===== src/rtl/dot_product_sequencer.sv =====
// Dot-product job controller: streams VECTOR_WIDTH operand pairs from the vector
// memory, multiply-accumulates them and writes the result to the next result slot.
module dot_product_sequencer #(
  parameter int DATA_WIDTH      = 8,
  parameter int VECTOR_WIDTH    = 4,
  parameter int ADDR_WIDTH      = 5,
  parameter int RESULT_WIDTH    = 2*DATA_WIDTH+$clog2(VECTOR_WIDTH),
  parameter int MEM3_ADDR_WIDTH = 4
) (
  input  logic                       clk,
  input  logic                       rst_n,
  input  logic                       start,
  input  logic [ADDR_WIDTH-1:0]      base_addr,
  input  logic                       clear,
  output logic                       rd_en,
  output logic [ADDR_WIDTH-1:0]      rd_addr,
  input  logic [DATA_WIDTH-1:0]      rd_data_a,
  input  logic [DATA_WIDTH-1:0]      rd_data_b,
  output logic                       res_wr_en,
  output logic [MEM3_ADDR_WIDTH-1:0] res_wr_addr,
  output logic [RESULT_WIDTH-1:0]    res_wr_data,
  output logic                       busy,
  output logic                       done,
  output logic                       reject,
  output logic                       full,
  output logic [MEM3_ADDR_WIDTH:0]   result_count
);

  localparam int IDX_W = (VECTOR_WIDTH > 1) ? $clog2(VECTOR_WIDTH) : 1;
  localparam int CW    = MEM3_ADDR_WIDTH + 1;
  localparam logic [IDX_W-1:0] LAST  = IDX_W'(VECTOR_WIDTH-1);
  localparam logic [CW-1:0]    DEPTH = CW'(2**MEM3_ADDR_WIDTH);

  localparam logic [2:0] S_IDLE  = 3'd0;
  localparam logic [2:0] S_FETCH = 3'd1;
  localparam logic [2:0] S_DRAIN = 3'd2;
  localparam logic [2:0] S_WRITE = 3'd3;
  localparam logic [2:0] S_DONE  = 3'd4;

  logic [2:0]                 state_q, state_d;
  logic [IDX_W-1:0]           idx_q, idx_d;
  logic [ADDR_WIDTH-1:0]      addr_q, addr_d;
  logic [RESULT_WIDTH-1:0]    acc_q, acc_d;
  logic [RESULT_WIDTH-1:0]    hold_q, hold_d;
  logic [MEM3_ADDR_WIDTH-1:0] ptr_q, ptr_d;
  logic [CW-1:0]              cnt_q, cnt_d;
  logic                       reject_q, reject_d;
  logic                       vld_q;
  logic                       full_w;
  logic [2*DATA_WIDTH-1:0]    prod;

  assign full_w = (cnt_q == DEPTH);
  assign prod   = {{DATA_WIDTH{1'b0}}, rd_data_a} * {{DATA_WIDTH{1'b0}}, rd_data_b};

  always_comb begin
    state_d  = state_q;
    idx_d    = idx_q;
    addr_d   = addr_q;
    hold_d   = hold_q;
    ptr_d    = ptr_q;
    cnt_d    = cnt_q;
    reject_d = 1'b0;
    // Read data lags the strobe by one cycle, so accumulation rides on vld_q.
    acc_d    = vld_q ? acc_q + RESULT_WIDTH'(prod) : acc_q;
    case (state_q)
      S_IDLE: begin
        if (clear) begin
          ptr_d = '0;
          cnt_d = '0;
        end
        if (start) begin
          if (clear || !full_w) begin
            state_d = S_FETCH;
            addr_d  = base_addr;
            idx_d   = '0;
            acc_d   = '0;
          end else begin
            reject_d = 1'b1;
          end
        end
      end
      S_FETCH: begin
        if (idx_q == LAST) begin
          state_d = S_DRAIN;
        end else begin
          idx_d  = idx_q + IDX_W'(1);
          addr_d = addr_q + ADDR_WIDTH'(1);
        end
      end
      S_DRAIN: state_d = S_WRITE;
      S_WRITE: begin
        hold_d  = acc_q;
        state_d = S_DONE;
      end
      S_DONE: begin
        ptr_d   = ptr_q + MEM3_ADDR_WIDTH'(1);
        if (cnt_q != DEPTH) cnt_d = cnt_q + CW'(1);
        state_d = S_IDLE;
      end
      default: state_d = S_IDLE;
    endcase
  end

  always_ff @(posedge clk or negedge rst_n) begin
    if (!rst_n) begin
      state_q  <= S_IDLE;
      idx_q    <= '0;
      addr_q   <= '0;
      acc_q    <= '0;
      hold_q   <= '0;
      ptr_q    <= '0;
      cnt_q    <= '0;
      reject_q <= 1'b0;
      vld_q    <= 1'b0;
    end else begin
      state_q  <= state_d;
      idx_q    <= idx_d;
      addr_q   <= addr_d;
      acc_q    <= acc_d;
      hold_q   <= hold_d;
      ptr_q    <= ptr_d;
      cnt_q    <= cnt_d;
      reject_q <= reject_d;
      vld_q    <= (state_q == S_FETCH);
    end
  end

  assign rd_en        = (state_q == S_FETCH);
  assign rd_addr      = addr_q;
  assign res_wr_en    = (state_q == S_WRITE);
  assign res_wr_addr  = ptr_q;
  assign res_wr_data  = (state_q == S_WRITE) ? acc_q : hold_q;
  assign busy         = (state_q == S_FETCH) || (state_q == S_DRAIN) || (state_q == S_WRITE);
  assign done         = (state_q == S_DONE);
  assign reject       = reject_q;
  assign full         = full_w;
  assign result_count = cnt_q;

endmodule


===== config.mk =====
export PLATFORM = sky130hd
export DESIGN_NAME = dot_product_sequencer
export DESIGN_NICKNAME = d
export VERILOG_FILES = /design/src/rtl/dot_product_sequencer.sv
export SDC_FILE = /design/constraint.sdc
export NUM_CORES = 1
export LEC_CHECK = 0
export BUFFER_PORTS_ARGS = -buffer_cell sky130_fd_sc_hd__buf_2
export CAP_MARGIN = 20
export CORE_MARGIN = 2
export CORE_UTILIZATION = 55
export DETAILED_ROUTE_END_ITERATION = 10
export GPL_TIMING_DRIVEN = 0
export PLACE_DENSITY = 0.76
export SETUP_SLACK_MARGIN = 0.5
export SLEW_MARGIN = 10
export SYNTH_ARGS = -nofsm -noshare
export SYNTH_HDL_FRONTEND = slang
export SYNTH_SLANG_ARGS = --single-unit

===== constraint.sdc =====
create_clock -name clk -period 7.2 [get_ports clk]
set_input_delay 0 -clock clk [delete_from_list [all_inputs] [get_ports clk]]
set_output_delay 0 -clock clk [all_outputs]
set_load 0.05 [all_outputs]

---- Word-level counts from Yosys, hierarchy flattened ----
Cells that the tools add are included.
operators by class
  add/sub/neg operators ................... 5
  $mul .................................... 1
  equality and inequality tests ........... 13
  mux-type cells .......................... 25
  reductions and logical operators ........ 11
operators with widths
  cell                                                                      number
  18-bit two-way mux                                                        5
  5-bit two-way mux                                                         5
  5-bit one-hot mux with 2 select lines                                     2
  18-bit by 16-bit adder with 18-bit output                                 1
  8-bit by 8-bit multiplier with 16-bit output                              1
  3-bit one-hot mux with 4 select lines                                     1
  5-bit by 1-bit adder with 5-bit output (second input constant)            2
  3-bit two-way mux                                                         3
  2-bit inequality test (second input constant)                             4
  4-bit one-hot mux with 2 select lines                                     1
  3-bit by 2-bit == test with 1-bit output (second input constant)          2
  2-bit two-way mux                                                         3
  3-bit AND reduction                                                       2
  5-bit == test (second input constant)                                     1
  5-bit inequality test (second input constant)                             1
  4-bit by 1-bit adder with 4-bit output (second input constant)            1
  4-bit two-way mux                                                         1
  2-bit by 1-bit inequality test with 1-bit output (second input constant)  2
  2-bit one-hot mux with 2 select lines                                     1
  4-bit AND reduction                                                       1
  2-bit nonzero test                                                        2
  3-bit by 1-bit == test with 1-bit output (second input constant)          1
  3-bit == test (second input constant)                                     1
  3-bit logical NOT                                                         1
  6 further kinds                                                           10
word-level totals
  flip-flop bits (word level) ............. 57
  input bits .............................. 25
  output and inout bits ................... 38
  word-level logic and storage cells ...... 64

---- Longest topological paths before layout ----
  word-level depth ........................ 6
  gate-level depth with buffers ........... 17
  depth with buffers taken out ............ 16

---- Worst setup path after synthesis ----
No wires, ideal clock.
  path type ............................... reg2reg
  start ................................... reg acc_q[7]
  end ..................................... reg acc_q[17]
  setup time .............................. 79 ps
  arrival ................................. 3,888 ps
  required time ........................... 7,121 ps
  setup slack ............................. 3,233 ps
  cell stages (with the launch flop) ...... 16
  path buffers ............................ 0
  clock period less this slack ............ 3,967 ps
  path through ............................ dfrtp_1 inv_1 fa_1 inv_1 fa_1 fa_1 inv_1 fa_1 inv_1 ha_1 o21ai_0 or3b_4 a21boi_2 a21oi_2 mux2i_1 mux2i_1
between the ends
  longest elaborated chain between the ends .. 5
ends and longest elaborated chain
  what                                           RTL line  RTL
  start: declaration                             43        logic [RESULT_WIDTH-1:0] acc_q, acc_d;
  start signal: assignment                       109       acc_q <= '0;
  start signal: assignment                       119       acc_q <= acc_d;
  18-bit by 16-bit adder with 18-bit output (*)  64        acc_d = vld_q ? acc_q + RESULT_WIDTH'(prod) : acc_q;
  18-bit two-way mux (*)                         64
  18-bit two-way mux                             72        if (clear || !full_w) begin
  18-bit two-way mux                             71        if (start) begin
  18-bit two-way mux (*)                         65        case (state_q)
  named net acc_d[17]                            43
Mark *: on every way through the listed nets, which the timed path passes. The rest lies on a longest branch.
A chain may end at the register's enable or synchronous reset.

---- Final worst setup path ----
  start ................................... reg acc_q[6]
  end ..................................... reg acc_q[16]
The elaborated chain is that of the path after synthesis.

==> qor.csv <==
stage,metric,value,unit
run_status,status,finished clean,
synth,Syn Nets,685,
grt,Tot GR Track Use,0.235,
routing,DR iter-0 viols,230,
clock_network,clock tree buffer depth,2,
cells_and_area,FF+latch area,0.00143,mm^2
run,max_cap viols,0,
clock_network,Sink Count,57,
sta,Tcrit/Tclk final,0.598,
floorplan,Die Width,100,um
place,Post-DP HPWL,8700,um
cells_and_area,Filler cells,754,
floorplan,die area,0.0101,mm^2
routing,DR WL/cell,14.5,um
grt,largest net degree at the start of global routing,34,
routing,Post-route DRC,0,
synth,"FFs w/ async S/R, synth",1.00,
critical_path,CP arrival,4.56,ns
min_path,Hold Path Class,primary input to flop,
floorplan,Die Y,100,um
synth,"Avg Cell Area, Syn",9.04,um^2
sta,TNS Setup,0,ns
synth,"Primary FF master, synth",dfrtp_1,
cells_and_area,multi-input logic area,0.00324,mm^2
grt,antenna violations before repair,0,
routing,Pre-antenna DRT Iters,4,
sta,final hold viol count,0,
sta,RSZ-0062 raised after global routing,false,
synth,post-synth top area share,0.279,
clock_network,Num CTS Buffers,9,
clock_network,post-cts repair resize count,0,
synth,"count leader, synth",inv_1,
synth,leading area contributor after synthesis,dfrtp_1,
synth,dominant cells by area after synthesis,"dfrtp_1, fa_1, ha_1",
floorplan,I/O pin total,63,
critical_path,CP Class,flop to flop,
synth,Synth cell types,53,
grt,vias in the first global route,3996,
place,DP Worst Slack,2.87,ns
sta,setup violators final,0,
routing,Routed Wire Length,11000,um
floorplan,placeable core area,0.00911,mm^2
synth,most common library cells after synthesis,"inv_1, nand2_1, dfrtp_1, fa_1, ha_1",
place,port bufs,60,
critical_path,startpoint class of the critical path,flop,
cells_and_area,layout cells sized above 1,0.151,
sta,slew at the pin with the worst max-slew slack,0.751,ns
synth,sequential-to-total area share from yosys stat,0.279,
routing,post-DR vias/cell,5.34,
critical_path,crit end category,flop,
clock_network,"Reg clk slew, reported paths",0.07,ns
clock_network,root buf cell,clkbuf_8,
synth,Post-synth EDFFs,0,
cells_and_area,Area growth syn-to-layout,15.5,%
sta,worst clock skew,0.00845,ns
clock_network,number of H-tree levels,3,
critical_path,peak fanout along the critical path,4,
synth,Synth Instances,565,
floorplan,Initial Utilization,0.561,
sta,Worst slew margin,0.495,
synth,Mapped Area,0.00511,mm^2
clock_network,Skew-Pair Late Insertion Delay,0.34,ns
sta,fmax,232,MHz
grt,first-pass GRT wire length,18500,um
grt,Congestion Overflow GR,0,
routing,Vias,4066,
sta,minimum clock period,4.30,ns
sta,post-route setup slack,2.90,ns
clock_network,CTS tree,built,
critical_path,Required @ worst endpoint,7.46,ns
place,Final GP Congestion,0.867,
cells_and_area,n_diodes,0,
routing,Routed Antenna Nets,0,
sta,Hold Worst Slack,0.158,ns
floorplan,num rows,35,
cells_and_area,final net count,765,
sta,Max Slew Vio Count,0,
synth,"FF+latch count, synth",57,
synth,YS warnings,0,
worst max-delay path, cell delays in order, from the launching register on:
cell,delay (ns)
dfrtp_1,0.32
inv_1,0.09
fa_1,0.55
inv_1,0.05
fa_1,0.49
inv_1,0.04
fa_1,0.48
fa_1,0.55
inv_1,0.05
ha_1,0.34
o21ai_2,0.09
o21ai_2,0.18
and2_1,0.17
a31oi_1,0.17
or4_4,0.56
o211ai_2,0.09
sequential cells by signal, summed over array words and instances (netlist names):
register      count
idx_q             2
result_count      5
res_wr_addr       4
reject            1
rd_addr           5
vld_q             1
state_q           3
hold_q           18
acc_q            18
per-stage QoR:
stage	utilization	instances	cell area (um^2)
floorplan	-	565	5110
global placement	0.609	736	5550
detailed placement	0.612	737	5580
CTS	0.648	761	5900
global route	0.648	761	5900
finish	0.648	761	5900
cells by family after synthesis:
group           count (synthesis)  synth area share
xor+xnor                       10            0.0171
simple gates                  197             0.191
buf+inv                       116            0.0859
fa+ha+maj                      95             0.306
compound gates                 78            0.0965
flops                          57             0.279
mux                            12            0.0238
metal layers:
metal  vias to the layer above  GRT usage  part of all wire
met5                         -          0                 0
met4                         0     0.0674             0.019
met3                        22     0.0481             0.034
met2                        86      0.402              0.52
met1                      2001      0.304              0.43
li1                       1957          -                 -
worst paths after layout:
kind | from | to | slack, ns | cells after the start
min in group asynchronous | rst_n | rd_addr[3] | 0.26 | 2
worst min-delay path | start | acc_q[10] | 0.16 | 4
worst max register to register | acc_q[6] | acc_q[16] | 2.90 | 15
worst max-delay path | acc_q[6] | acc_q[16] | 2.90 | 15
max in group asynchronous | rst_n | acc_q[1] | 6.35 | 3
worst min register to register | hold_q[16] | hold_q[16] | 0.47 | 2
cell usage in the layout (no fill, tap or decap), types with 3 or more instances in the layout:
| master | n |
|---|---|
| a211oi_1 | 4 |
| a21o_1 | 4 |
| a21oi_1 | 16 |
| and2_1 | 37 |
| buf_2 | 63 |
| bufinv_16 | 3 |
| clkbuf_1 | 10 |
| clkbuf_8 | 10 |
| clkinv_2 | 3 |
| dfrtp_1 | 57 |
| dlygate4sd3_1 | 8 |
| fa_1 | 50 |
| ha_1 | 45 |
| inv_1 | 100 |
| inv_2 | 3 |
| mux2i_1 | 11 |
| nand2_1 | 88 |
| nand2b_1 | 4 |
| nand3_1 | 12 |
| nand3b_1 | 4 |
| nand4_1 | 3 |
| nor2_1 | 30 |
| nor2b_1 | 4 |
| o21ai_0 | 21 |
| o21ai_1 | 10 |
| o22ai_1 | 4 |
| xnor2_1 | 4 |
| xor2_1 | 6 |
final cells by class:
| type | instances | area share |
|---|---|---|
| Multi-Input combinational cell | 392 | 0.550 |
| Sequential cell | 57 | 0.242 |
| Timing Repair Buffer | 69 | 0.0691 |
| Inverter | 103 | 0.0655 |
| Tap cell | 111 | 0.0235 |
| Clock buffer | 10 | 0.0233 |
| Clock inverter | 6 | 0.0178 |
| Buffer | 13 | 0.00891 |
timing repair:
item | 4_1_cts | 5_1_grt
hold buffers | 8 | 0
buffers inserted | 0 | 0
endpoints found under the hold margin | 38 | 0
Power is not shown: default switching activity piles up to over one toggle a cycle in this logic, so the estimate is an artifact.
